### src/rtl/threshold_stage.sv
// Binarises an even/odd RGB pair stream against a luma threshold, optionally adapting the
// threshold each frame to the previous frame's mean luma via a snapshot and serial divider.
module threshold_stage #(
    parameter int WIDTH     = 768,
    parameter int HEIGHT    = 512,
    parameter int THRESHOLD = 90,
    parameter int ADAPTIVE  = 0,
    parameter int INVERT    = 0
) (
    input  logic       clk,
    input  logic       reset,
    input  logic       horizontal_Pulse_in,
    input  logic       vertical_Pulse_in,
    input  logic [7:0] data_Red_Even_in,
    input  logic [7:0] data_Green_Even_in,
    input  logic [7:0] data_Blue_Even_in,
    input  logic [7:0] data_Red_Odd_in,
    input  logic [7:0] data_Green_Odd_in,
    input  logic [7:0] data_Blue_Odd_in,
    output logic       horizontal_Pulse,
    output logic       vertical_Pulse,
    output logic [7:0] data_Red_Even,
    output logic [7:0] data_Green_Even,
    output logic [7:0] data_Blue_Even,
    output logic [7:0] data_Red_Odd,
    output logic [7:0] data_Green_Odd,
    output logic [7:0] data_Blue_Odd,
    output logic [7:0] threshold_level,
    output logic       sig_frame_done,
    output logic [1:0] fsm_state
);
    // Handshake: a pair is accepted on every rising edge where horizontal_Pulse_in is 1;
    // there is no back-pressure, and horizontal_Pulse marks valid output pairs 2 cycles later.

    localparam logic [31:0] DIVISOR   = 32'(WIDTH * HEIGHT);
    localparam logic [31:0] PAIR_LAST = 32'(WIDTH * HEIGHT / 2 - 1);
    localparam logic [7:0]  THR_INIT  = 8'(THRESHOLD);
    localparam bit          INV       = (INVERT != 0);
    localparam bit          ADAPT     = (ADAPTIVE != 0);

    typedef enum logic [1:0] {ACCUM = 2'd0, DIVIDE = 2'd1, UPDATE = 2'd2} state_t;

    state_t      state, state_next;
    logic [7:0]  y_even, y_odd;
    logic        valid_d1, vs_d1, last_d1, last_d2;
    logic [31:0] pair_cnt, acc, pair_sum;
    logic [32:0] rem, rem_sh, rem_sub;
    logic [31:0] quo;
    logic [4:0]  bit_cnt;
    logic        vs_rise, is_last, fits;
    logic [7:0]  pix_even, pix_odd;

    function automatic logic [7:0] luma(input logic [7:0] r, input logic [7:0] g,
                                        input logic [7:0] b);
        logic [9:0] s;
        s = {2'b00, r} + {1'b0, g, 1'b0} + {2'b00, b};
        return s[9:2];
    endfunction

    assign vs_rise   = vertical_Pulse_in & ~vs_d1;
    assign is_last   = horizontal_Pulse_in && (pair_cnt == PAIR_LAST) && !vs_rise;
    assign pair_sum  = 32'(y_even) + 32'(y_odd);
    assign pix_even  = ((y_even > threshold_level) ^ INV) ? 8'hFF : 8'h00;
    assign pix_odd   = ((y_odd  > threshold_level) ^ INV) ? 8'hFF : 8'h00;
    assign fsm_state = state;

    // Stage e0: luma, valid, frame-end detection and pair counting.
    always_ff @(posedge clk) begin
        if (!reset) begin
            y_even   <= '0;
            y_odd    <= '0;
            valid_d1 <= 1'b0;
            vs_d1    <= 1'b0;
            last_d1  <= 1'b0;
            pair_cnt <= '0;
        end else begin
            y_even   <= luma(data_Red_Even_in, data_Green_Even_in, data_Blue_Even_in);
            y_odd    <= luma(data_Red_Odd_in, data_Green_Odd_in, data_Blue_Odd_in);
            valid_d1 <= horizontal_Pulse_in;
            vs_d1    <= vertical_Pulse_in;
            last_d1  <= is_last;
            if (vs_rise)
                pair_cnt <= '0;
            else if (horizontal_Pulse_in)
                pair_cnt <= (pair_cnt == PAIR_LAST) ? '0 : pair_cnt + 32'd1;
        end
    end

    // Stage e1: threshold compare, output registers and accumulation.
    always_ff @(posedge clk) begin
        if (!reset) begin
            horizontal_Pulse <= 1'b0;
            vertical_Pulse   <= 1'b0;
            data_Red_Even    <= '0;
            data_Green_Even  <= '0;
            data_Blue_Even   <= '0;
            data_Red_Odd     <= '0;
            data_Green_Odd   <= '0;
            data_Blue_Odd    <= '0;
            last_d2          <= 1'b0;
            acc              <= '0;
        end else begin
            horizontal_Pulse <= valid_d1;
            vertical_Pulse   <= vs_d1;
            data_Red_Even    <= valid_d1 ? pix_even : 8'h00;
            data_Green_Even  <= valid_d1 ? pix_even : 8'h00;
            data_Blue_Even   <= valid_d1 ? pix_even : 8'h00;
            data_Red_Odd     <= valid_d1 ? pix_odd  : 8'h00;
            data_Green_Odd   <= valid_d1 ? pix_odd  : 8'h00;
            data_Blue_Odd    <= valid_d1 ? pix_odd  : 8'h00;
            last_d2          <= last_d1;
            // On snapshot the pair currently in stage 1 starts the next frame's sum.
            if (vs_rise)
                acc <= '0;
            else if (last_d2)
                acc <= valid_d1 ? pair_sum : '0;
            else if (valid_d1)
                acc <= acc + pair_sum;
        end
    end

    always_comb begin
        rem_sh  = {rem[31:0], quo[31]};
        rem_sub = rem_sh - {1'b0, DIVISOR};
        fits    = (rem_sh >= {1'b0, DIVISOR});
    end

    always_comb begin
        state_next = state;
        case (state)
            ACCUM:   if (last_d2) state_next = DIVIDE;
            DIVIDE:  if (last_d2) state_next = DIVIDE;
                     else if (bit_cnt == 5'd31) state_next = UPDATE;
            UPDATE:  state_next = last_d2 ? DIVIDE : ACCUM;
            default: state_next = ACCUM;
        endcase
    end

    always_ff @(posedge clk) begin
        if (!reset) begin
            state           <= ACCUM;
            rem             <= '0;
            quo             <= '0;
            bit_cnt         <= '0;
            sig_frame_done  <= 1'b0;
            threshold_level <= THR_INIT;
        end else begin
            state          <= state_next;
            sig_frame_done <= (state == UPDATE);
            if (state == UPDATE && ADAPT)
                threshold_level <= quo[7:0];
            if (last_d2) begin
                rem     <= '0;
                quo     <= acc;
                bit_cnt <= '0;
            end else if (state == DIVIDE) begin
                rem     <= fits ? rem_sub : rem_sh;
                quo     <= {quo[30:0], fits};
                bit_cnt <= bit_cnt + 5'd1;
            end
        end
    end
endmodule

### config.mk
export PLATFORM = sky130hd
export DESIGN_NAME = threshold_stage
export DESIGN_NICKNAME = d
export VERILOG_FILES = /design/src/rtl/threshold_stage.sv
export SDC_FILE = /design/constraint.sdc
export NUM_CORES = 1
export LEC_CHECK = 0
export BUFFER_PORTS_ARGS = -buffer_cell sky130_fd_sc_hd__buf_2
export CORE_ASPECT_RATIO = 2
export CORE_MARGIN = 2
export CORE_UTILIZATION = 39
export DETAILED_ROUTE_END_ITERATION = 8
export HOLD_SLACK_MARGIN = 0.08
export PLACE_DENSITY_LB_ADDON = 0.3
export SYNTH_ARGS = -nofsm -noshare
export SYNTH_HDL_FRONTEND = slang
export SYNTH_SLANG_ARGS = --single-unit
### constraint.sdc
create_clock -name clk -period 2.8 [get_ports clk]
set_clock_uncertainty 0.05 [all_clocks]
set_input_delay 0.14 -clock clk [delete_from_list [all_inputs] [get_ports clk]]
set_output_delay 0.14 -clock clk [all_outputs]
set_load 0.01 [all_outputs]
# Word-level counts from Yosys, hierarchy flattened
# Cells that the tools add are included.
[word_totals]
word_cells = 47
out_inout_bits = 61
in_bits = 52
reg_bits = 78
[op_classes]
bitwise_logic = 3
order_cmp = 2
n_eq_ne = 6
add_sub_neg = 6
n_reduce_logical = 8
n_mux = 8
[ops]
columns = ["op", "count"]
rows = [
  ["adder 32 x 1 -> 32 bit, second input constant", 1],
  ["== test 32 x 18 -> 1 bit, second input constant", 1],
  ["2-to-1 mux 32 bit", 1],
  ["adder 10 x 8 -> 10 bit", 2],
  ["adder 8 x 9 -> 10 bit", 2],
  ["> comparator 8 x 7 -> 1 bit, second input constant", 2],
  ["2-to-1 mux 8 bit", 2],
  ["2-to-1 mux 2 bit", 3],
  ["case mux 2 bit (3 select lines)", 1],
  ["adder 5 x 1 -> 5 bit, second input constant", 1],
  ["== test 5 bit, second input constant", 1],
  ["AND reduction 2 bit", 2],
  ["OR reduction 2 bit", 2],
  ["inequality test 3 bit, second input constant", 1],
  ["== test 2 x 1 -> 1 bit, second input constant", 1],
  ["== test 2 bit, second input constant", 1],
  ["logical AND 1 bit", 2],
  ["zero test 2 bit", 1],
  ["inequality test 2 bit, second input constant", 1],
  ["NOT 1 bit", 2],
  ["bitwise AND 1 bit", 1],
  ["zero test 1 bit", 1],
  ["2-to-1 mux 1 bit", 1],
]

# Logic depth before layout (Yosys ltp)
# Gate-level depths: netlist of the first run.
[depth]
ltp_word = 4
ltp_mapped = 9
depth_no_buf = 9

# Worst setup path before layout of the first run
# Ideal clock, no wire load.
[synth_path]
path_kind = "input -> register"
start = "in data_Red_Odd_in[1]"
end = "reg y_odd[5]"
stages = 9
path_buffers = 0
setup_slack_ns = 0.756
required_ns = 2.692
t_arrival_ns = 1.936
setup_ns = 0.058
path_cell_list = "inv_1 -> fa_1 -> nor2_1 -> fa_1 -> a21oi_1 -> o21ai_0 -> o21a_1 -> o21ai_0 -> o211a_1"
[synth_between]
elab_chain_cells = 2
[synth_rtl]
columns = ["element", "line_no", "source"]
rows = [
  ["start, declared", "17", "input logic [7:0] data_Red_Odd_in,"],
  ["adder 8 x 9 -> 10 bit", "56", "s = {2'b00, r} + {1'b0, g, 1'b0} + {2'b00, b};"],
  ["adder 10 x 8 -> 10 bit", "56", ""],
  ["end signal, assigned", "78", "y_odd <= luma(data_Red_Odd_in, data_Green_Odd_in, data_Blue_Odd_in);"],
  ["end, declared", "44", "logic [7:0] y_even, y_odd;"],
]
# No other way between the ends.
# A chain may end at the register's enable or synchronous reset.

# Worst setup path in the final report of the first run
[layout_path]
start = "reg pair_cnt[6]"
end = "reg pair_cnt[24]"
[layout_between]
elab_chain_cells = 2
elab_cells_between_ends = 3
classes_between = "add/sub (1); eq/ne (1); mux (1)"
[layout_rtl]
columns = ["element", "line_no", "source"]
rows = [
  ["start, declared", "46", "logic [31:0] pair_cnt, acc, pair_sum;"],
  ["start signal, assigned", "85", "pair_cnt <= (pair_cnt == PAIR_LAST) ? '0 : pair_cnt + 32'd1;"],
  ["adder 32 x 1 -> 32 bit / == test 32 x 18 -> 1 bit (equally long branches)", "85", ""],
  ["2-to-1 mux 32 bit *", "85", ""],
]
# Mark *: on every way between the ends. The rest lies on a longest branch, timed or not.

==> impl_metrics.json, run 1 <==
{
  "die-width_microns": 73.8,
  "finalMaxSlewViolations": 0,
  "power_density_mw_per_mm2": 601,
  "port_buffers": 104,
  "sw_frac_of_total_pct": 23.4,
  "yosysTopAreaCell": "dfxtp_1",
  "holdBufCountCts": 1,
  "ys_top_cells_by_area": "dfxtp_1, buf_4, fa_1",
  "clkSinkCount": 64,
  "syn_area_sq_mm": 0.00380,
  "power.share.sequential_pct": 36.8,
  "hold_path_class": "in -> reg",
  "peakVddDrop_mv": 0.272,
  "wl_per_cell_microns": 12.4,
  "fmax_mhz": 455,
  "comb_power_share_pct": 16.8,
  "ys_async_sr_fraction_pct": 0,
  "areaGrowthSynthToFinish_pct": 17.2,
  "tns_ns": 0,
  "grt_use_total_pct": 15.6,
  "drive_above_1_share_pct": 28.5,
  "clock-root-buffer": "clkbuf_16",
  "grt_pass1_vias": 3066,
  "grt_overflow": 0,
  "p_sw_uw": 625,
  "critical_path.max_stage_delay_ns": 0.59,
  "hold_viol": 0,
  "finalWirelength_microns": 7710,
  "synth_top_family_by_area": "simple AND/OR/NAND/NOR gates",
  "outcome": "finished clean",
  "drc": 0,
  "start_util_pct": 39.4,
  "yosysSeqAreaShare_pct": 33.7,
  "timing.final.crit_period_ns": 2.20,
  "path_clk_slew_ns": 0.05,
  "synthSimpleGateAreaFrac_pct": 22.6,
  "layout.nets": 572,
  "postRouteAntennaNets": 0,
  "p_leak_nw": 2.00,
  "syn_area_per_cell_sq_um": 8.98,
  "synth_ff_type": "dfxtp_1",
  "tightest_slew_ns": 0.740,
  "required_ns": 3.01,
  "die_h_microns": 144,
  "hold_ws_ns": 0.101,
  "cp_slowest_cell": "or4_2",
  "path_cells": "nand4_2 > nor3_4 > nand3_1 > or4_2 > a21oi_1",
  "worstPathArrival_ns": 2.40,
  "synthXorXnorAreaFrac_pct": 7.61,
  "period_share_pct": 78.4,
  "fill_cells": 939,
  "gp_congestion": 0.861,
  "synth_warnings": 0,
  "clk_latency_ns": 0.33,
  "htreeDepth": 3,
  "rows": 51,
  "grt_pass1_wl_microns": 12900,
  "synth_edf_count": 0,
  "p_int_mw": 2.05,
  "antenna_found_initial": 0,
  "synthAdderAreaFrac_pct": 14.0,
  "cts_buffers": 9,
  "ios": 113,
  "cp_max_fo": 9,
  "cts_tree": "done",
  "drtIter0Drc": 92,
  "syn_inst": 423,
  "cp-end-kind": "register",
  "core_area_sq_mm": 0.00964,
  "grt_max_degree": 25,
  "diodes": 0,
  "setup_viol": 0,
  "synth-compound-area-share_pct": 7.84,
  "critPathKind": "reg -> reg",
  "cts_resized": 0,
  "synth_seq_cells": 64,
  "dp_hpwl_microns": 6130,
  "worst_setup_path_start_kind": "register",
  "max_cap_viol_count": 0,
  "postCtsSetupBuffers": 0,
  "rsz0062_at_grt": "no",
  "ys_types": 47,
  "dieArea_sq_mm": 0.0106,
  "yosysTopAreaCellShare_pct": 33.7,
  "vias": 3079,
  "p_clk_share_pct": 46.4,
  "synthMuxAreaShare_pct": 0.527,
  "maxSlewHeadroom_pct": 50.5,
  "via_per_inst": 4.94,
  "drt_pass1_iterations": 4,
  "clock_path_buffers": 2
}
==> power groups by stage <==
stage	logic [mW]	clock network (mW)	registers, mW
finish	0.448	1.24	0.984
global route	0.515	1.32	0.990
CTS	0.455	1.27	0.984
detailed placement	0.451	0	1.00
global placement	0.442	0	1.00
floorplan	0.346	0	1.00
==> placed cells by master, fill, tap and decap left out, drive strengths merged, types with 2 or more instances in the layout <==
cell	instances
a211oi	2
a21oi	18
and2	5
and3	5
and4	3
and4b	2
buf	108
bufinv	2
clkbuf	13
conb	8
dfxtp	64
fa	16
ha	17
inv	20
mux2i	2
nand2	17
nand2b	3
nand3	9
nand3b	2
nand4	15
nor2	57
nor2b	3
nor3	9
nor3b	6
nor4	5
o2111ai	3
o21a	5
o21ai	14
o21bai	3
or2	4
or3	7
or3b	2
or4	3
xnor2	14
xor2	19
==> cell usage after synthesis (3+ instances only) <==
library cell / number
a21oi_1: 18
and2_1: 5
and3_1: 4
buf_4: 54
clkbuf_1: 7
dfxtp_1: 64
fa_1: 16
ha_1: 17
inv_1: 20
nand2_1: 17
nand2b_1: 3
nand3_1: 9
nand4_1: 13
nor2_1: 56
nor2b_1: 3
nor3_1: 8
nor3b_1: 6
nor4_1: 5
o2111ai_1: 3
o21a_1: 5
o21ai_0: 14
o21bai_1: 3
or2_2: 4
or3_1: 5
xnor2_1: 14
xor2_1: 19
==> metrics by stage <==
step | setup WS (ns) | power, mW | instances | instance area [sq um] | util, %
after floorplan | 0.756 | 1.35 | 429 | 3820 | -
after global placement | 0.561 | 1.44 | 607 | 4100 | 42.5
after detailed placement | 0.496 | 1.45 | 607 | 4100 | 42.5
after CTS | 0.599 | 2.71 | 623 | 4450 | 46.2
after global routing | 0.471 | 2.82 | 623 | 4450 | 46.2
final | 0.604 | 2.67 | 623 | 4450 | 46.2
==> state kept, by name (all words and copies together) (netlist names) <==
signal,cells
bit_cnt,5
data_Blue_Even,1
data_Blue_Odd,1
fsm_state,2
horizontal_Pulse,1
last_d1,1
last_d2,1
pair_cnt,32
sig_frame_done,1
valid_d1,1
vertical_Pulse,1
vs_d1,1
y_even,8
y_odd,8
==> cells by family (layout without fill, tap and decap cells) <==
kind of cell               count (synthesis)  after routing
and+or+nand+nor                          158            158
AOI/OAI and AO/OA                         49             49
other                                      2              8
adders and majority gates                 33             33
muxes                                      2              2
buffers and inverters                     82            144
xor gates and xnor gates                  33             33
DFF                                       64             64
==> worst max-delay path, delay by kind of cell, from the launching register on <==
kind,cells,cell delay (ns)
AND/OR/NAND/NOR,4,1.53
flip-flops,1,0.40
AO/OA/AOI/OAI,1,0.15
==> final timing paths <==
kind                                                from                   endpoint  slack, ns  cells past startpoint
worst max-delay path            pair_cnt[6]$_SDFFE_PP0P_  pair_cnt[24]$_SDFFE_PP0P_       0.60                      5
worst min register to register        last_d1$_SDFF_PN0_         last_d2$_SDFF_PN0_       0.38                      1
worst max register to register  pair_cnt[6]$_SDFFE_PP0P_  pair_cnt[24]$_SDFFE_PP0P_       0.60                      5
worst min-delay path                 horizontal_Pulse_in        valid_d1$_SDFF_PN0_       0.10                      2
==> area by class of cell <==
type | count | area [sq um] | share of cell area (%)
Clock buffer | 13 | 280 | 6.30
Sequential cell | 64 | 1280 | 28.8
Tap cell | 132 | 165 | 3.71
Multi-Input combinational cell | 283 | 2030 | 45.6
Timing Repair Buffer | 109 | 561 | 12.6
Clock inverter | 2 | 60.1 | 1.35
Inverter | 20 | 75.1 | 1.69
==> layer usage <==
metal  vias up  GRT usage (%)  part of all wire, %  routed length, microns
met5         -              0                    0                       0
met4         0           7.75                  3.3                     255
met3        25           4.14                  5.6                     431
met2       113           30.7                   57                    4380
met1      1445           13.7                   34                    2640
li1       1496              -                    -                       -
Power figures use the tool's default switching activity.
==> run 2, diff against run 1 <==
- clock period: 2.8 -> 1.9 ns (I/O delays scaled with it)
==> run 2 against run 1 <==
  * Sequential share of layout area down 2.1 points
  * Via count is 4.9% higher
  * Die area stayed put
  * Flip-flop and latch count did not move
  * Worst setup slack worse by 0.57 ns
  * Sequential power is 47% higher
==> impl_metrics.json, run 2 (synthesis gave the netlist of run 1 again) <==
{
  "outcome": "finished clean",
  "hold_path_class": "in -> reg",
  "antenna_found_initial": 0,
  "hold_ws_ns": 0.0887,
  "finalWirelength_microns": 8020,
  "drt_pass1_iterations": 4,
  "final_common_cell": "buf_2",
  "clock-root-buffer": "clkbuf_16",
  "clkSinkCount": 64,
  "htreeDepth": 3,
  "power_density_mw_per_mm2": 789,
  "via_per_inst": 4.84,
  "finalMaxSlewViolations": 0,
  "port_buffers": 104,
  "dieArea_sq_mm": 0.0106,
  "critPathKind": "reg -> reg",
  "cp-end-kind": "register",
  "hold_depth": 3,
  "worstReg2RegEnd": "pair_cnt[31]$_SDFFE_PP0P_",
  "core_area_sq_mm": 0.00964,
  "areaGrowthSynthToFinish_pct": 27.9,
  "grt_use_total_pct": 16.0,
  "die_h_microns": 144,
  "crit_family": "simple AND/OR/NAND/NOR gates",
  "grt_pass1_wl_microns": 13100,
  "dp.cells": 649,
  "top_register": "pair_cnt",
  "drive_above_1_share_pct": 38.5,
  "cts_tree": "done",
  "setup_viol": 0,
  "p_leak_nw": 2.24,
  "layout_common_cells": "buf_2, nor2_1, dfxtp_1",
  "grt_pass1_vias": 3184,
  "die-width_microns": 73.8,
  "cts_buffers": 9,
  "hold_end": "y_even[7]$_SDFF_PN0_",
  "fmax_mhz": 536,
  "path_buf_inv": 0,
  "rsz0062_at_grt": "yes",
  "tightest_slew_ns": 0.548,
  "clock_path_buffers": 2,
  "rr_worst_depth": 5,
  "hp-start": "reset",
  "period_share_pct": 98.2,
  "peakVddDrop_mv": 0.642,
  "gp_congestion": 0.930,
  "dp_hpwl_microns": 6530,
  "rows": 51,
  "final_core_utilization_pct": 50.4,
  "wl_per_cell_microns": 12.0,
  "rrSetupSlack_ns": 0.03,
  "maxSlewHeadroom_pct": 63.4,
  "timing.final.crit_period_ns": 1.87,
  "cp_slowest_cell": "or4_4",
  "worst_setup_path_start_kind": "register",
  "final_cells": 667,
  "grt_max_degree": 25,
  "largest_reg_flops": 32,
  "r2r-start": "pair_cnt[16]$_SDFFE_PP0P_",
  "hold_viol": 0,
  "required_ns": 2.08,
  "total_power_mw": 3.83,
  "start_util_pct": 39.4,
  "max_cap_viol_count": 0,
  "worstPathArrival_ns": 2.04,
  "ios": 113,
  "crit_top_cell": "or4_4",
  "drc": 0,
  "path_clk_slew_ns": 0.05,
  "grt_overflow": 0,
  "drtIter0Drc": 85,
  "clk_latency_ns": 0.33,
  "layout.nets": 616,
  "cp_max_fo": 8,
  "largestRegisters": "pair_cnt x32, y_even x8, y_odd x8",
  "postRouteAntennaNets": 0,
  "path_cells": "nand4_4 > or4_4 > or4_4 > xor2_2 > nor2_2",
  "critical_path.max_stage_delay_ns": 0.56,
  "vias": 3231,
  "diodes": 0
}
## run 2: changes by cell type in the layout (fill, tap and decap cells not counted), moves of 2 or more
| cell | delta |
|---|---|
| nand4_2 | -2 |
| o21ai_0 | -3 |
| or3_4 | +2 |
| o21ai_1 | +2 |
| dfxtp_1 | -10 |
| o2111ai_1 | -2 |
| fa_2 | +2 |
| clkbuf_8 | -2 |
| nand4_4 | +2 |
| o2111ai_2 | +2 |
| dfxtp_2 | +9 |
| fa_1 | -2 |
| buf_4 | +42 |
## run 2: worst max path at each step
stage / startpoint / endpoint / slack, ns / cells past startpoint
6_report: pair_cnt[16]$_SDFFE_PP0P_ / pair_cnt[31]$_SDFFE_PP0P_ / 0.03 / 5
5_1_grt: pair_cnt[16]$_SDFFE_PP0P_ / pair_cnt[31]$_SDFFE_PP0P_ / -0.02 / 5
4_1_cts: pair_cnt[16]$_SDFFE_PP0P_ / pair_cnt[29]$_SDFFE_PP0P_ / 0.002 / 5
3_5_place_dp: data_Red_Even_in[3] / y_even[5]$_SDFF_PN0_ / -0.29 / 8
3_3_place_gp: data_Red_Odd_in[2] / y_odd[6]$_SDFF_PN0_ / -0.26 / 8
2_1_floorplan: data_Red_Even_in[1] / y_even[5]$_SDFF_PN0_ / -0.03 / 9
## run 2: what timing repair did
item,in CTS,in global routing
resized for setup,4,13
pin swaps,2,3
endpoints found under the hold margin,3,0
setup endpoints to repair,15,10
setup buffers,0,1
hold buffers,2,0
## run 2: per-stage QoR
stage	cell area [sq um]	TNS, ns	setup WS [ns]
CTS	4790	0	0.00183
global route	4860	-0.0323	-0.0155
detailed placement	4450	-1.99	-0.291
finish	4860	0	0.0333
floorplan	3860	-0.0331	-0.0331
global placement	4450	-1.61	-0.263
## run 2: tightest hold or removal path: stages
cell     delay (ns)
buf_2          0.18
o21ai_0        0.10
a21oi_1        0.04
## run 2: power by group
group	switching (mW)	leakage (nW)	internal, mW
sequential	0.0289	0.526	1.42
combinational	0.379	1.57	0.381
clock	0.546	0.145	1.07
total	0.954	2.24	2.88
## run 2: routing by layer
layer | vias up | global-route usage, % | part of all wire (%) | wire length (microns)
li1 | 1583 | - | - | -
met1 | 1512 | 14.0 | 34 | 2730
met2 | 113 | 30.7 | 57 | 4570
met3 | 23 | 3.93 | 5.1 | 405
met4 | 0 | 9.76 | 3.9 | 313
met5 | - | 0 | 0 | 0
## run 2: final cells by class
cell class                 instances  area [sq um]
clock inverter                     3          42.5
timing repair buffer             153           897
inverter                          20          75.1
multi-input combinational        283          2130
clock buffer                      12           256
fill                             918          4780
sequential                        64          1300
tap                              132           165
==> run 3, diff against run 2 <==
--- a/config.mk
+++ b/config.mk
@@ -11,5 +11,6 @@
 export CORE_UTILIZATION = 39
+export CTS_CLUSTER_SIZE = 12
 export DETAILED_ROUTE_END_ITERATION = 8
 export HOLD_SLACK_MARGIN = 0.08
-export PLACE_DENSITY_LB_ADDON = 0.3
+export PLACE_DENSITY = 0.67
 export SYNTH_ARGS = -nofsm -noshare
==> constraint.sdc (replaced) <==
create_clock -name clk -period 1.9 [get_ports clk]
set_clock_uncertainty 0.05 [all_clocks]
set_input_delay 0.285 -clock clk [delete_from_list [all_inputs] [get_ports clk]]
set_output_delay 0.285 -clock clk [all_outputs]
set_load 0.01 [all_outputs]
==> run 3 against run 2 <==
  * The flow now finishes with violations (negative setup slack)
  * Cell count rose by 2.2%
  * Worst hold slack gained 0.069 ns
  * Routed wire length grew 8.9%
  * Worst setup slack worse by 0.11 ns
  * Sequential share of layout area fell by 1.4 points
  * Register-to-register slack is essentially flat
  * Largest power group unchanged
  * Highest routed layer unchanged
==> impl_metrics.json, run 3 (synthesis gave the netlist of run 1 again) <==
{
  "clock_path_buffers": 2,
  "stdcell_area_sq_mm": 0.00515,
  "grt_pass1_vias": 3235,
  "fmax_mhz": 506,
  "drive_above_1_share_pct": 46.4,
  "start_util_pct": 39.4,
  "gp_congestion": 0.891,
  "fill_cells": 866,
  "p_sw_mw": 1.03,
  "final_common_cell": "buf_2",
  "grt_use_total_pct": 16.9,
  "layout_common_cells": "buf_2, buf_4, nor2_1",
  "top_register": "pair_cnt",
  "tightest_slew_ns": 0.538,
  "worstPathArrival_ns": 2.12,
  "critical_path.max_stage_delay_ns": 0.48,
  "crit_family": "adder cells",
  "grt_max_degree": 25,
  "rr_worst_depth": 5,
  "ios": 113,
  "path_buf_inv": 2,
  "sw_frac_of_total_pct": 26.2,
  "placed_area_sq_mm": 0.00453,
  "htreeDepth": 3,
  "hold_path_class": "in -> reg",
  "startpoint": "data_Blue_Even_in[1]",
  "power_density_mw_per_mm2": 766,
  "core_area_sq_mm": 0.00964,
  "power.share.sequential_pct": 36.6,
  "met2_usage_pct": 32.7,
  "dp_hpwl_microns": 6630,
  "cp_max_fo": 2,
  "drtIter0Drc": 86,
  "diodes": 0,
  "p_int_mw": 2.91,
  "hp-start": "vertical_Pulse_in",
  "violations": "negative setup slack",
  "drt_pass1_iterations": 4,
  "setup_viol": 3,
  "use_met1_pct": 14.7,
  "dieArea_sq_mm": 0.0106,
  "hold_depth": 3,
  "rsz0062_at_grt": "yes",
  "grt_util_met3_pct": 4.21,
  "cp_num_cells": 10,
  "die_h_microns": 144,
  "largestRegisters": "pair_cnt x32, y_even x8, y_odd x8",
  "maxSlewHeadroom_pct": 64.1,
  "critPathKind": "in -> reg",
  "worst_setup_path_start_kind": "input port",
  "period_share_pct": 104,
  "port_buffers": 104,
  "peakVddDrop_mv": 0.585,
  "finalMaxSlewViolations": 0,
  "via_per_inst": 4.87,
  "holdBufCountCts": 0,
  "cts_buffers": 9,
  "comb_power_share_pct": 24.1,
  "clkSinkCount": 64,
  "total_power_mw": 3.95,
  "drc": 0,
  "vias": 3323,
  "cp-end-kind": "register",
  "layout.nets": 630,
  "cts_tree": "done",
  "max_cap_viol_count": 0,
  "largest_reg_flops": 32,
  "path_cells": "buf_6 > inv_2 > fa_1 > nand3b_1 > fa_2 > nor2b_4 > o311a_1 > o21a_1 > o21ai_2 > nor3b_2",
  "cp_slowest_cell": "fa_1",
  "hold_viol": 0,
  "r2r-start": "pair_cnt[19]$_SDFFE_PP0P_",
  "die-width_microns": 73.8,
  "grt_overflow": 0,
  "worst_slack_ns": -0.0756,
  "grt_pass1_wl_microns": 13600,
  "p_leak_nw": 2.31,
  "rows": 51,
  "areaGrowthSynthToFinish_pct": 35.7,
  "antenna_found_initial": 0,
  "wl_per_cell_microns": 12.8,
  "required_ns": 2.05,
  "p_clk_share_pct": 39.3,
  "clock-root-buffer": "clkbuf_16",
  "busiest_layer": "met2",
  "clk_latency_ns": 0.33,
  "postRouteAntennaNets": 0,
  "finalWirelength_microns": 8730,
  "outcome": "finished, violations left",
  "timing.final.crit_period_ns": 1.98,
  "path_clk_slew_ns": 0.05
}
[run 3: worst register-to-register path: cells and delay by family, from the launching register on]
kind | cells | cell delay, ns
xor gates and xnor gates | 1 | 0.15
DFF | 1 | 0.35
and+or+nand+nor | 4 | 1.20
[run 3: final timing paths]
path                                     to  slack [ns]
hold reg to reg          last_d2$_SDFF_PN0_        0.38
setup reg to reg  pair_cnt[29]$_SDFFE_PP0P_        0.04
hold / removal             vs_d1$_SDFF_PN0_        0.16
setup / recovery       y_even[5]$_SDFF_PN0_       -0.08
[run 3: area by class of cell]
type / count / area (sq um) / share of cell area (%)
clock inverter: 2 / 12.5 / 0.243
multi-input combinational: 283 / 2270 / 44.1
clock buffer: 14 / 274 / 5.32
sequential: 64 / 1300 / 25.2
tap: 132 / 165 / 3.20
timing repair buffer: 167 / 1040 / 20.2
inverter: 20 / 85.1 / 1.65
[run 3: through the flow]
step / util (%) / worst slack (ns) / cells / hold WS (ns) / TNS, ns
6_report: 53.5 / -0.0756 / 682 / 0.157 / -0.113
5_1_grt: 53.5 / -0.106 / 682 / 0.172 / -0.440
4_1_cts: 50.7 / -0.148 / 672 / 0.150 / -0.215
3_5_place_dp: 47.0 / -0.491 / 654 / 0.375 / -4.22
3_3_place_gp: 47.0 / -0.462 / 654 / 0.366 / -3.80
2_1_floorplan: - / -0.205 / 429 / 0.362 / -0.969
[run 3: per-layer routing]
metal / routed length [microns] / share of wire (%)
met5: 0 / 0
met4: 382 / 4.4
met3: 392 / 4.5
met2: 5010 / 57
met1: 2940 / 34
[run 3: power by group through the flow]
| stage | logic [mW] | registers (mW) | clock network [mW] |
|---|---|---|---|
| 2_1_floorplan | 0.549 | 1.47 | 0 |
| 3_3_place_gp | 0.782 | 1.47 | 0 |
| 3_5_place_dp | 0.800 | 1.48 | 0 |
| 4_1_cts | 0.842 | 1.45 | 1.58 |
| 5_1_grt | 1.05 | 1.45 | 1.65 |
| 6_report | 0.951 | 1.45 | 1.55 |
[run 3: timing repair]
action | in CTS | in global routing
endpoints found under the setup margin | 31 | 34
buffers inserted | 2 | 9
cloned | 0 | 1
pin swaps | 11 | 23
gates resized for setup | 15 | 44
